==> src/rtl/alu_op_sequencer.sv <==
// Command-level controller for the ALU/accumulator datapath.
// Takes one operation per valid/ready command, computes it (single-cycle
// logic/arith, or a WIDTH-iteration shift-add multiply), strobes the
// accumulator load and returns the result on a valid/ready result port.
module alu_op_sequencer #(
   parameter int unsigned WIDTH = 16
) (
   input  logic             clk_i,
   input  logic             rst_i,
   input  logic             cmd_valid_i,
   output logic             cmd_ready_o,
   input  logic [2:0]       cmd_op_i,
   input  logic [WIDTH-1:0] cmd_a_i,
   input  logic [WIDTH-1:0] cmd_b_i,
   output logic             res_valid_o,
   input  logic             res_ready_i,
   output logic [WIDTH-1:0] res_data_o,
   output logic             res_ovf_o,
   output logic             res_err_o,
   output logic             acc_en_o,
   output logic [WIDTH-1:0] acc_din_o,
   output logic             busy_o
);

   localparam int unsigned PW    = 2 * WIDTH;
   localparam int unsigned CNT_W = (WIDTH > 1) ? $clog2(WIDTH) : 1;

   localparam logic [2:0] OP_ADD  = 3'b000;
   localparam logic [2:0] OP_SUB  = 3'b001;
   localparam logic [2:0] OP_AND  = 3'b010;
   localparam logic [2:0] OP_OR   = 3'b011;
   localparam logic [2:0] OP_XOR  = 3'b100;
   localparam logic [2:0] OP_PASS = 3'b101;
   localparam logic [2:0] OP_MUL  = 3'b110;
   localparam logic [2:0] OP_ILL  = 3'b111;

   typedef enum logic [1:0] {
      S_IDLE = 2'd0,
      S_EXEC = 2'd1,
      S_MUL  = 2'd2,
      S_DONE = 2'd3
   } state_t;

   state_t             state_q;
   logic [2:0]         op_q;
   logic [WIDTH-1:0]   a_q;
   logic [WIDTH-1:0]   b_q;
   logic [CNT_W-1:0]   cnt_q;
   logic [PW-1:0]      prod_q;
   logic [PW-1:0]      prod_d;
   logic [PW-1:0]      addend_d;
   logic               res_valid_q;
   logic [WIDTH-1:0]   res_data_q;
   logic               res_ovf_q;
   logic               res_err_q;
   logic               acc_en_q;
   logic               busy_q;

   logic [WIDTH:0]     sum_w;
   logic [WIDTH:0]     diff_w;
   logic [WIDTH-1:0]   alu_res_d;
   logic               alu_ovf_d;
   logic               alu_err_d;
   logic               mul_last_w;

   // Accept only when idle and not being reset
   assign cmd_ready_o = (state_q == S_IDLE) && !rst_i;

   assign res_valid_o = res_valid_q;
   assign res_data_o  = res_data_q;
   assign res_ovf_o   = res_ovf_q;
   assign res_err_o   = res_err_q;
   assign acc_en_o    = acc_en_q;
   assign acc_din_o   = res_data_q;
   assign busy_o      = busy_q;

   // Carry and borrow come out of the extra top bit
   assign sum_w  = {1'b0, a_q} + {1'b0, b_q};
   assign diff_w = {1'b0, a_q} - {1'b0, b_q};

   // Single-cycle ALU result from the latched operands
   always_comb begin
      alu_res_d = '0;
      alu_ovf_d = 1'b0;
      alu_err_d = 1'b0;
      case (op_q)
         OP_ADD:  begin alu_res_d = sum_w[WIDTH-1:0];  alu_ovf_d = sum_w[WIDTH];  end
         OP_SUB:  begin alu_res_d = diff_w[WIDTH-1:0]; alu_ovf_d = diff_w[WIDTH]; end
         OP_AND:  alu_res_d = a_q & b_q;
         OP_OR:   alu_res_d = a_q | b_q;
         OP_XOR:  alu_res_d = a_q ^ b_q;
         OP_PASS: alu_res_d = a_q;
         OP_ILL:  alu_err_d = 1'b1;
         default: alu_res_d = '0;
      endcase
   end

   // One shift-add step: add the shifted multiplicand when multiplier bit [cnt] is set
   always_comb begin
      addend_d   = b_q[cnt_q] ? (PW'(a_q) << cnt_q) : '0;
      prod_d     = prod_q + addend_d;
      mul_last_w = (cnt_q == CNT_W'(WIDTH - 1));
   end

   // Control FSM with registered result/strobe outputs
   always_ff @(posedge clk_i) begin
      if (rst_i) begin
         state_q     <= S_IDLE;
         op_q        <= '0;
         a_q         <= '0;
         b_q         <= '0;
         cnt_q       <= '0;
         prod_q      <= '0;
         res_valid_q <= 1'b0;
         res_data_q  <= '0;
         res_ovf_q   <= 1'b0;
         res_err_q   <= 1'b0;
         acc_en_q    <= 1'b0;
         busy_q      <= 1'b0;
      end else begin
         case (state_q)
            S_IDLE: begin
               if (cmd_valid_i) begin
                  op_q    <= cmd_op_i;
                  a_q     <= cmd_a_i;
                  b_q     <= cmd_b_i;
                  cnt_q   <= '0;
                  prod_q  <= '0;
                  busy_q  <= 1'b1;
                  state_q <= (cmd_op_i == OP_MUL) ? S_MUL : S_EXEC;
               end
            end
            S_EXEC: begin
               res_valid_q <= 1'b1;
               res_data_q  <= alu_res_d;
               res_ovf_q   <= alu_ovf_d;
               res_err_q   <= alu_err_d;
               acc_en_q    <= !alu_err_d;
               state_q     <= S_DONE;
            end
            S_MUL: begin
               prod_q <= prod_d;
               cnt_q  <= cnt_q + CNT_W'(1);
               if (mul_last_w) begin
                  res_valid_q <= 1'b1;
                  res_data_q  <= prod_d[WIDTH-1:0];
                  res_ovf_q   <= |prod_d[PW-1:WIDTH];
                  res_err_q   <= 1'b0;
                  acc_en_q    <= 1'b1;
                  state_q     <= S_DONE;
               end
            end
            S_DONE: begin
               acc_en_q <= 1'b0;
               if (res_ready_i) begin
                  res_valid_q <= 1'b0;
                  busy_q      <= 1'b0;
                  state_q     <= S_IDLE;
               end
            end
            default: state_q <= S_IDLE;
         endcase
      end
   end

endmodule
==> config.mk <==
export PLATFORM = sky130hd
export DESIGN_NAME = alu_op_sequencer
export DESIGN_NICKNAME = d
export VERILOG_FILES = /design/src/rtl/alu_op_sequencer.sv
export SDC_FILE = /design/constraint.sdc
export NUM_CORES = 1
export LEC_CHECK = 0
export BUFFER_PORTS_ARGS = -buffer_cell sky130_fd_sc_hd__buf_2
export CORE_MARGIN = 10
export CORE_UTILIZATION = 40
export CTS_BUF_LIST = sky130_fd_sc_hd__clkbuf_8
export DETAILED_ROUTE_END_ITERATION = 8
export GPL_ROUTABILITY_DRIVEN = 0
export GPL_TIMING_DRIVEN = 0
export PLACE_DENSITY_LB_ADDON = 0.08
export SLEW_MARGIN = 5
export SYNTH_ARGS = -nofsm -noshare
export SYNTH_HDL_FRONTEND = slang
export SYNTH_SLANG_ARGS = --single-unit
==> constraint.sdc <==
create_clock -name clk_i -period 5.7 [get_ports clk_i]
set_input_delay 0.285 -clock clk_i [delete_from_list [all_inputs] [get_ports clk_i]]
set_output_delay 0.285 -clock clk_i [all_outputs]
set_load 0.01 [all_outputs]
Yosys cells after proc, flatten, opt, wreduce, memory -nomap -nowiden. Index checks and enable logic that the tools add are counted.

Add/subtract/negate cells: 4. Reduce and logical (&&, ||, !) cells: 17. Multiplexer cells: 27. Order comparisons: 1. Bitwise logic cells: 3. Shift operators: 1. Equal/unequal tests: 14.

Operators by type and width (number): $pmux 16 s6 (1); $mux 32 (2); $pmux 32 s2 (1); $add 32x32->32 (1); $pmux 16 s2 (1); $shl 16x4->32 (1); $add 16x16->17 (1); $sub 16x16->17 (1); $and 16x16->16 (1); $mux 16 (1); $or 16x16->16 (1); $reduce_or 16->1 (1); $xor 16x16->16 (1); $eq 3x3->1 const B (4); $reduce_and 3->1 (3); $mux 2 (4); $pmux 1 s2 (4); $pmux 2 s4 (1); $pmux 4 s2 (1); $reduce_and 2->1 (4); $mux 1 (7); $eq 3x2->1 const B (2); $ne 2x2->1 const B (3); $pmux 1 s3 (2); other kinds (14) (18).

Word-level logic and storage cells: 79. Flip-flop bits (word level): 94. Output and inout port bits: 38. Bits of input ports: 39.

Longest topological paths before layout. Gate-level depths: netlist (run 1).

Depth in word-level cells: 7. Mapped depth: 21. Mapped depth without buffers: 19.

Worst setup path after synthesis (run 1). Ideal clock, no wire load.

Path kind: flip-flop to flip-flop. From: register cnt_q[0]. To: register prod_q[31]. Cell stages (with the launch flop): 19. Setup time: 0.091 ns. Required time: 5.609 ns. Clock period less this slack: 4.671 ns. Arrival: 4.580 ns. Setup slack: 1.029 ns. Path through: dfxtp_1 clkbuf_1 mux4_2 o21ai_0 and2_1 clkbuf_1 clkbuf_1 nor2_1 ha_1 a21oi_1 o21ai_0 a2111oi_2 nor3_1 a211oi_2 o221a_4 o21ai_2 a21o_1 or3_1 a311oi_1.

Cells in the longest elaborated chain, start to end: 5. Elaborated cells on any way between the ends: 6. Those cells by class: add/sub: 1; shift: 1; mux: 4.

RTL lines: from (decl) (line 48) `logic [CNT_W-1:0] cnt_q;`; from (signal assigned) (line 143) `cnt_q <= cnt_q + CNT_W'(1);`; $bmux 1 s4 (line 100) `addend_d = b_q[cnt_q] ? (PW'(a_q) << cnt_q) : '0;`; $mux 1 (implied by the code) (line 100); $mux 32 * (line 100); $add 32x32->32 * (line 101) `prod_d = prod_q + addend_d;`; $pmux 32 s2 * (line 121) `case (state_q)`; to (signal assigned) (line 142) `prod_q <= prod_d;`; to (decl) (line 49) `logic [PW-1:0] prod_q;`.

Mark *: on every way between the ends. The rest lies on a longest branch, timed or not. The select of a mux whose other input is x is not followed. A chain may end at the register's enable or synchronous reset.

Final worst setup path (run 1). Ends and elaborated chain as after synthesis.

==> results of run 1 <==
==> cell usage in the layout, fill, tap and decap left out, types with 11 or more instances in the layout <==
cell      count
nor2_1      157
mux2i_1      35
o22ai_1      13
dfxtp_1      94
buf_2        76
xor2_1       14
a21oi_1     140
nand2b_1     11
inv_1        65
clkbuf_1     67
ha_1         84
xnor2_1      27
buf_4        16
nand3_1      14
nor2b_1      12
nor3_1       23
a31oi_1      22
a22oi_1      26
o21ai_0      61
o211ai_1     11
a211oi_1     18
nor4_1       14
nand2_1     171
o21bai_1     14
nand4_1      14
==> where the power goes <==
| part | leakage, nW | internal (mW) | switching, mW |
|---|---|---|---|
| clock | 0.101 | 0.174 | 0.299 |
| combinational | 2.97 | 0.492 | 0.889 |
| sequential | 0.766 | 0.749 | 0.116 |
==> Yosys cell counts (all sizes together) (26+ instances only) <==
master and instances:
a22oi 26, nor2 157, a21oi 140, buf 27, ha 84, inv 65
nand2 171, xnor2 27, o21ai 66, dfxtp 94, mux2i 35, clkbuf 69
==> final cells by class <==
class,count,area [um^2]
clock inverters,7,73.8
clock buffers,9,124
flip-flops and latches,94,1880
repair buffers,75,375
well taps,280,350
fillers,2405,12000
inverters,67,251
multi-input cells,994,6260
plain buffers,96,424
==> state kept, by name, summed over array words and instances, names as in the netlist <==
| signal | count |
|---|---|
| acc_en_o | 1 |
| res_err_o | 1 |
| res_ovf_o | 1 |
| cnt_q | 4 |
| acc_din_o | 16 |
| res_valid_o | 1 |
| state_q | 2 |
| prod_q | 32 |
| b_q | 16 |
| op_q | 3 |
| busy_o | 1 |
| a_q | 16 |
==> what timing repair did <==
action / CTS / global route
gates resized for setup: 2 / 5
hold buffers: 0 / 0
endpoints found under the setup margin: 1 / 3
hold endpoints to repair: 0 / 0
==> per-layer routing <==
metal,routed length (um),part of all wire (%),vias up,track usage (%)
li1,-,-,4589,-
met1,15500,48,4392,31.7
met2,13300,41,371,31.8
met3,2830,8.8,34,4.35
met4,603,1.9,0,5.19
met5,0,0,-,0
==> through the flow <==
| stage | area, um^2 | setup TNS, ns | hold slack (ns) | setup WS (ns) |
|---|---|---|---|---|
| floorplan | 8810 | 0 | 0.421 | 1.03 |
| global placement | 9540 | -0.0499 | 0.450 | -0.0499 |
| detailed placement | 9540 | -0.0523 | 0.453 | -0.0523 |
| CTS | 9740 | 0 | 0.0988 | 0.0982 |
| global route | 9750 | 0 | 0.105 | 0.0286 |
| finish | 9750 | 0 | 0.112 | 0.387 |
==> logic make-up after synthesis <==
logic type / count (synthesis)
simple gates: 446
compound gates: 379
buf+inv: 163
flops: 94
fa+ha+maj: 87
xor+xnor: 41
mux: 41
==> worst max-delay path by stage <==
| stage | start | end | slack [ns] | cells past startpoint |
|---|---|---|---|---|
| after global placement | cnt_q[0]$_SDFFE_PP0P_ | res_ovf_o$_SDFFE_PP0P_ | -0.05 | 17 |
| after detailed placement | cnt_q[0]$_SDFFE_PP0P_ | res_ovf_o$_SDFFE_PP0P_ | -0.05 | 17 |
| final | cnt_q[0]$_SDFFE_PP0P_ | prod_q[31]$_SDFFE_PP0P_ | 0.39 | 18 |
| after CTS | cnt_q[0]$_SDFFE_PP0P_ | res_ovf_o$_SDFFE_PP0P_ | 0.1 | 17 |
| after floorplan | cnt_q[0]$_SDFFE_PP0P_ | prod_q[31]$_SDFFE_PP0P_ | 1.03 | 18 |
| after global routing | cnt_q[0]$_SDFFE_PP0P_ | prod_q[31]$_SDFFE_PP0P_ | 0.03 | 18 |
==> worst max-delay path, cell delays in order, from the launching register on <==
cell and delay (ns):
dfxtp_1 0.52, clkbuf_2 0.29, mux4_2 0.56, o21ai_1 0.35, and2_1 0.19, clkbuf_1 0.22
clkbuf_2 0.26, nor2_1 0.11, ha_1 0.35, a21oi_1 0.13, o21ai_0 0.14, a2111oi_2 0.36
nor3_1 0.17, a211oi_2 0.42, o221a_4 0.29, o21ai_2 0.06, a21o_1 0.19, or3_1 0.31
a311oi_1 0.27
==> run metrics, run 1 <==
status=complete, no violations; hold wc startpoint=cmd_b_i[9]; clock transition at the registers of the reported paths=0.12 ns; DRC marker count from the first detailed-route iteration=840; Simple-Gate Fraction of Synth Area=22.0%; CTS tree=built; NumNets Final=1463; Hold Path Class=input port to flip-flop; Reg2Reg Depth=18; Final Util=approximately 45%; largest family of logic cells by synthesized area=compound AO/OA/AOI/OAI gates; Area Overhead vs Synth=10.6%; post-synthesis adder-cell area fraction=between 10% and 20%; period utilisation layout=roughly 93%; pin count of the biggest net entering global routing=20; startpoint types=flip-flop; max cap viols=0; Post-DRT Antenna Nets=0; CORE AREA=roughly 22000 um^2; # port buffers=75; Crit Reg-Reg Endpoint=prod_q[31]$_SDFFE_PP0P_; post-synthesis mux area share=~5.3%; Synth area leader=dfxtp_1; R2R setup slack=0.39 ns; Crit. End Element=flip-flop; Peak Freq=188 MHz; static leakage=3.84 nW; die width=168 um; synthesized cell area=between 8000 and 9000 um^2; placed instance count=1606; CP Data Required Time=approximately 6.0 ns; Die H=168 um; sequential share of the synthesized area=21.3%; Hold Path Depth=3; vias in the first global route=8737; EDFF count, synth=0; crit path DAT=5.60 ns; Cell Pwr Density=approximately 280 nW/um^2; PnR Total Power=2.72 mW; Num CTS Buffers=9; Synth Flop Type=dfxtp_1; Ports=77; die area=28400 um^2; vias=9386; synth unique cells=66; Post-Synthesis Cells=approximately 1.3k; initial core utilization=40.5%; Final Non-Filler Cells=~1.6k; # rows=54; top cells by area, synth=dfxtp_1 (21%), ha_1 (12%), a21oi_1 (7.9%); initial antenna violation count=0; Peak supply drop=148 uV; total number of yosys warnings=0; DP Wirelength=25.6 mm; XOR/XNOR share of the synthesized area=4.07%; GRT Residual Overflow=0; worst rel slew slack=~39%; worst-skew pair later-pin latency=around 0.4 ns; ANT cells=0; clk buf depth=2; unrepaired setup endpoints after global routing=no; Final Skew=between 0.015 and 0.02 ns; Final min period=approximately 5.3 ns; Reg-to-Reg Start=cnt_q[0]$_SDFFE_PP0P_; first-pass GRT wire length=between 40 and 50 mm; syn_nets=1377; kind of critical path=flip-flop to flip-flop; Worst Tran Pin Value=0.920 ns; share of cells above drive strength 1=between 9 and 10%; Fin. Hold Viols=0; endpoints failing setup=0; WHS Endpoint=b_q[9]$_SDFFE_PP0P_; setup bufs post-CTS=0; Routed WL=roughly 32 mm; syn avg cell area=7.05 um^2; #FFs+latches synth=94; GR Util All Layers=21.7%; post-synth top area share=between 20% and 30%; critical path peak fanout=10; Via density=5.79; clock tree sinks=94; post-route DRC violation count=0; htree depth=3; Max Slew Vio Count=0; Initial DRT Pass Iterations=5; Root Buffer=clkbuf_8; Synth Area in Compound Gates=27.1%; DR WL/cell=19.8 um; asr flop ratio synth=0%
No activity file was read; power rests on OpenSTA's default activity.
==> inputs of run 2 (changes only) <==
CAP_MARGIN = 5   (was unset)
CORE_UTILIZATION = 63   (was 40)
clock period = 4.9 ns   (was 5.7 ns; I/O delays follow)
==> run 2 against run 1 <==
Effect of this change: utilization is 26 points higher; clock power rose by 31%; die area down 33%; cell count down 6.1%; global-route usage grew 7.2 points; first-iteration DRC count increased by 62%; total power increased by 18%; largest power group unchanged; highest routed layer unchanged.
==> run metrics, run 2 (synthesis gave the netlist of run 1 again) <==
met1 WL=12.3 mm (was 15.5 mm); vias in the first global route=9016 (was 8737); Final Skew=0.0201 ns (was 0.0186 ns); Crit. End Element=flip-flop (unchanged); crit path DAT=5.00 ns (was 5.60 ns); Setup TNS Final=0 ns (unchanged); vias=9781 (was 9386); static leakage=3.89 nW (was 3.84 nW); GRT Residual Overflow=0 (unchanged); Die H=138 um (was 168 um); clock tree sinks=94 (unchanged); CORE AREA=13800 um^2 (was 21800 um^2); met3 wire len=3.78 mm (was 2.83 mm); Reg2Reg Depth=17 (was 18); kind of critical path=flip-flop to flip-flop (unchanged); PnR Total Power=3.20 mW (was 2.72 mW); Via density=6.42 (was 5.79); die width=138 um (was 168 um); Num CTS Buffers=9 (unchanged); first-pass GRT wire length=46.4 mm (was 49.7 mm); GR Util All Layers=28.9% (was 21.7%); ANT cells=0 (unchanged); Routed WL=29.3 mm (was 32.2 mm); R2R setup slack=0.20 ns (was 0.39 ns); pin count of the biggest net entering global routing=18 (was 20); Cell Pwr Density=330 nW/um^2 (was 279 nW/um^2); worst rel slew slack=46.8% (was 38.7%); initial core utilization=64.0% (was 40.5%); WL met2=12.2 mm (was 13.3 mm); CP Data Required Time=5.19 ns (was 5.99 ns); # port buffers=75 (unchanged); Ports=77 (unchanged); WHS Endpoint=b_q[6]$_SDFFE_PP0P_ (was b_q[9]$_SDFFE_PP0P_); max cap viols=0 (unchanged); fillers=1241 (was 2405); Reg-to-Reg Start=cnt_q[0]$_SDFFE_PP0P_ (unchanged); Largest Register=prod_q (unchanged); max FFs per register=32 (unchanged); critical path peak fanout=10 (unchanged); DP Wirelength=22.9 mm (was 25.6 mm); Post-DRT Antenna Nets=0 (unchanged); Hold Path Class=input port to flip-flop (unchanged); die area=19100 um^2 (was 28400 um^2); share of cells above drive strength 1=10.7% (was 9.61%); # rows=43 (was 54); Initial DRT Pass Iterations=6 (was 5); endpoints failing setup=0 (unchanged); Fin. Hold Viols=0 (unchanged); post-route DRC violation count=0 (unchanged); Root Buffer=clkbuf_8 (unchanged); Final min period=4.70 ns (was 5.31 ns); Peak Freq=213 MHz (was 188 MHz); Peak supply drop=293 uV (was 148 uV); most frequent cells in the layout=nand2_1 (171), nor2_1 (156), a21oi_1 (139), dfxtp_1 (93), ha_1 (84) (was nand2_1 (171), nor2_1 (157), a21oi_1 (140), dfxtp_1 (94), ha_1 (84)); worst-skew pair later-pin latency=0.41 ns (was 0.39 ns); clock transition at the registers of the reported paths=0.10 ns (was 0.12 ns); highest metal used=met4 (unchanged); Area Overhead vs Synth=9.99% (was 10.6%); period utilisation layout=96.0% (was 93.2%); Final Util=70.4% (was 44.8%); DR WL/cell=19.2 um (was 19.8 um); Max Slew Vio Count=0 (unchanged); unrepaired setup endpoints after global routing=no (unchanged); htree depth=3 (unchanged); Hold Path Depth=3 (unchanged); initial antenna violation count=0 (unchanged); startpoint types=flip-flop (unchanged); status=complete, no violations (unchanged); NumNets Final=1464 (was 1463); clk buf depth=2 (unchanged); Crit Reg-Reg Endpoint=prod_q[31]$_SDFFE_PP0P_ (unchanged); DRC marker count from the first detailed-route iteration=1360 (was 840); Worst Tran Pin Value=0.798 ns (was 0.920 ns); commonest non-fill, non-tap cell in the layout=nand2_1 (unchanged); CTS tree=built (unchanged); hold wc startpoint=cmd_b_i[6] (was cmd_b_i[9])
==> run 2: cell count changes in the layout (fill, tap and decap cells not counted), sizes merged <==
cell	change
clkbuf	+1
bufinv	+2
inv	-2
clkinvlp	+1
clkinv	-1
==> run 2: layout make-up <==
type	instances	area (um^2)	share of cell area (%)
buffer	95	437	4.50
clock buffer	9	124	1.28
clock inverter	7	103	1.06
inverter	67	251	2.59
multi-input combinational	994	6280	64.8
sequential	94	1880	19.4
tap	180	225	2.32
timing repair buffer	77	390	4.03
==> run 2: critical path, cell delays in order (launching register included) <==
cell       delay (ns)
dfxtp_2          0.42
clkbuf_4         0.23
mux4_2           0.56
o21ai_2          0.22
and2_2           0.25
clkbuf_4         0.21
nor2_2           0.08
ha_1             0.34
a21oi_1          0.13
o21ai_0          0.14
a2111oi_2        0.36
nor3_1           0.16
a211oi_2         0.36
o221a_4          0.28
o21ai_2          0.06
a21o_1           0.20
or3_1            0.30
a311oi_1         0.29
==> run 2: metrics by stage <==
stage               cell area (um^2)  setup WS, ns  std cells  hold WS [ns]
global placement                9420        -0.541       1506         0.448
finish                          9700         0.195       1523        0.0665
floorplan                       8810         0.229       1251         0.381
CTS                             9670        0.0313       1523        0.0689
detailed placement              9420        -0.627       1506         0.447
global route                    9700       0.00121       1523        0.0771
==> run 2: worst max-delay path by stage <==
stage                                      from                       to
after CTS                 cnt_q[0]$_SDFFE_PP0P_  prod_q[31]$_SDFFE_PP0P_
after floorplan           cnt_q[0]$_SDFFE_PP0P_  prod_q[31]$_SDFFE_PP0P_
after detailed placement  cnt_q[0]$_SDFFE_PP0P_   res_ovf_o$_SDFFE_PP0P_
after global placement    cnt_q[0]$_SDFFE_PP0P_  prod_q[31]$_SDFFE_PP0P_
after global routing      cnt_q[0]$_SDFFE_PP0P_  prod_q[31]$_SDFFE_PP0P_
final                     cnt_q[0]$_SDFFE_PP0P_  prod_q[31]$_SDFFE_PP0P_
==> run 2: report_power, final <==
group | leakage (nW) | switching [mW] | internal (mW)
logic | 3.01 | 1.01 | 0.574
clock network | 0.111 | 0.326 | 0.294
registers | 0.767 | 0.129 | 0.871
==> run 2: metal layers <==
metal	up-vias	track usage, %
li1	4583	-
met1	4459	38.7
met2	636	43.0
met3	103	8.49
met4	0	10.4
met5	-	0
==> run 2: repair_timing <==
item / in CTS / in global routing
pin swaps: 1 / 1
endpoints found under the setup margin: 15 / 5
buffers inserted: 1 / 1
hold buffers: 0 / 0
resized for setup: 11 / 15
==> inputs of run 3 (changes only) <==
CORE_ASPECT_RATIO = 1.25   (was unset)
==> run 3 against run 2 <==
Effect of this change: global-route usage is 0.27 points higher; fmax is 0.25% higher; final area is 0.34% lower; critical path type unchanged; critical endpoint unchanged; utilization is 0.13 points lower.
==> run metrics, run 3 (synthesis gave the netlist of run 1 again) <==
critical path peak fanout=10 (unchanged); ANT cells=0 (unchanged); pin count of the biggest net entering global routing=19 (was 18); CTS tree=built (unchanged); CORE AREA=13800 um^2 (about the same); NumNets Final=1462 (was 1464); endpoints failing setup=0 (unchanged); Ports=77 (unchanged); Initial DRT Pass Iterations=6 (unchanged); status=complete, no violations (unchanged); kind of critical path=flip-flop to flip-flop (unchanged); max cap viols=0 (unchanged); worst rel slew slack=47.3% (was 46.8%); Final min period=4.69 ns (was 4.70 ns); initial core utilization=64.1% (was 64.0%); initial antenna violation count=0 (unchanged); Root Buffer=clkbuf_8 (unchanged); Largest Register=prod_q (unchanged); post-route DRC violation count=0 (unchanged); Hold Path Class=input port to flip-flop (unchanged); Worst Tran Pin Value=0.784 ns (was 0.798 ns); DRC marker count from the first detailed-route iteration=924 (was 1360); unrepaired setup endpoints after global routing=no (unchanged); most frequent cells in the layout=nand2_1 (171), nor2_1 (157), a21oi_1 (139), dfxtp_1 (93), ha_1 (84) (was nand2_1 (171), nor2_1 (156), a21oi_1 (139), dfxtp_1 (93), ha_1 (84)); worst-path cell chain=clkbuf_4 > mux4_2 > o21ai_2 > and2_2 > clkbuf_4 > nor2_1 > ha_1 > a21oi_1 > o21ai_0 > a2111oi_2 > nor3_2 > a211oi_2 > buf_4 > o221a_4 > o21ai_2 > a21o_1 > or3_1 > a311oi_1 (was clkbuf_4 > mux4_2 > o21ai_2 > and2_2 > clkbuf_4 > nor2_2 > ha_1 > a21oi_1 > o21ai_0 > a2111oi_2 > nor3_1 > a211oi_2 > o221a_4 > o21ai_2 > a21o_1 > or3_1 > a311oi_1); Max Slew Vio Count=0 (unchanged); clock transition at the registers of the reported paths=0.12 ns (was 0.10 ns); CP peak stage delay=0.57 ns (was 0.56 ns); GR Util All Layers=29.2% (was 28.9%); Crit. End Element=flip-flop (unchanged); Fin. Hold Viols=0 (unchanged); startpoint types=flip-flop (unchanged); Num CTS Buffers=9 (unchanged); period utilisation layout=95.8% (was 96.0%); htree depth=3 (unchanged); Die H=152 um (was 138 um); GRT Residual Overflow=0 (unchanged); die area=19200 um^2 (was 19100 um^2); hold slack=0.0498 ns (was 0.0665 ns); Area Overhead vs Synth=9.62% (was 9.99%); clk buf depth=2 (unchanged); Routed WL=29.4 mm (was 29.3 mm); clock tree sinks=94 (unchanged); max FFs per register=32 (unchanged); die width=126 um (was 138 um); first-pass GRT wire length=46.5 mm (was 46.4 mm); DR WL/cell=19.4 um (was 19.2 um); Setup TNS Final=0 ns (unchanged); crit path DAT=5.03 ns (was 5.00 ns); Via density=6.37 (was 6.42); Cell Pwr Density=328 nW/um^2 (was 330 nW/um^2); DP Wirelength=23.1 mm (was 22.9 mm); CP Data Required Time=5.23 ns (was 5.19 ns); crit path max-delay cell type=mux4_2 (unchanged); vias=9656 (was 9781); worst-skew pair later-pin latency=0.42 ns (was 0.41 ns); Peak supply drop=216 uV (was 293 uV); # rows=48 (was 43); Final Skew=0.0174 ns (was 0.0201 ns); vias in the first global route=9298 (was 9016); Peak Freq=213 MHz (about the same); Post-DRT Antenna Nets=0 (unchanged); commonest non-fill, non-tap cell in the layout=nand2_1 (unchanged); share of cells above drive strength 1=10.5% (was 10.7%); static leakage=3.87 nW (was 3.89 nW); # port buffers=75 (unchanged)
[run 3: final timing paths]
path / slack [ns] / cells past startpoint / from / endpoint
setup / recovery: 0.21 / 18 / cnt_q[0]$_SDFFE_PP0P_ / prod_q[31]$_SDFFE_PP0P_
hold / removal: 0.05 / 3 / cmd_b_i[10] / b_q[10]$_SDFFE_PP0P_
setup reg to reg: 0.21 / 18 / cnt_q[0]$_SDFFE_PP0P_ / prod_q[31]$_SDFFE_PP0P_
hold reg to reg: 0.48 / 2 / prod_q[6]$_SDFFE_PP0P_ / prod_q[6]$_SDFFE_PP0P_
[run 3: timing repair]
action                     4_1_cts  5_1_grt
cloned                           0        0
pin swaps                        1        0
resized for setup                8       18
hold endpoints to repair         0        0
hold buffers                     0        0
buffers inserted                 1        0
setup endpoints to repair       20        8
[run 3: layout make-up]
| type | instances | area, um^2 |
|---|---|---|
| Fill cell | 1253 | 4090 |
| Sequential cell | 94 | 1890 |
| Timing Repair Buffer | 76 | 383 |
| Clock inverter | 7 | 92.6 |
| Buffer | 94 | 429 |
| Tap cell | 175 | 219 |
| Clock buffer | 9 | 124 |
| Multi-Input combinational cell | 994 | 6280 |
| Inverter | 67 | 251 |
[run 3: critical path: cells and delay by family (launching register included)]
kind / cells / cell delay, ns
buffers and inverters: 3 / 0.61
and+or+nand+nor: 4 / 0.74
adders and majority gates: 1 / 0.35
DFF: 1 / 0.43
AOI/OAI and AO/OA: 9 / 1.88
muxes: 1 / 0.57
[run 3: through the flow]
stage	total power, mW	util [%]	area, um^2	worst slack (ns)	instances
global route	3.33	70.3	9660	0.00435	1516
finish	3.17	70.3	9660	0.207	1516
floorplan	2.03	-	8810	0.229	1251
detailed placement	2.54	68.4	9410	-0.673	1501
global placement	2.51	68.4	9410	-0.628	1501
CTS	3.12	70.1	9640	0.0370	1518
[run 3: metal layers]
metal / share of wire [%] / GRT usage [%]
met1: 39 / 32.5
met2: 47 / 49.6
met3: 6.5 / 3.90
met4: 7.6 / 21.5
met5: 0 / 0
[run 3: where the power goes]
group / leakage (nW) / switching [mW] / internal (mW) / total (mW)
clock network: 0.109 / 0.351 / 0.249 / 0.600
registers: 0.767 / 0.137 / 0.871 / 1.01
logic: 3.00 / 0.984 / 0.573 / 1.56
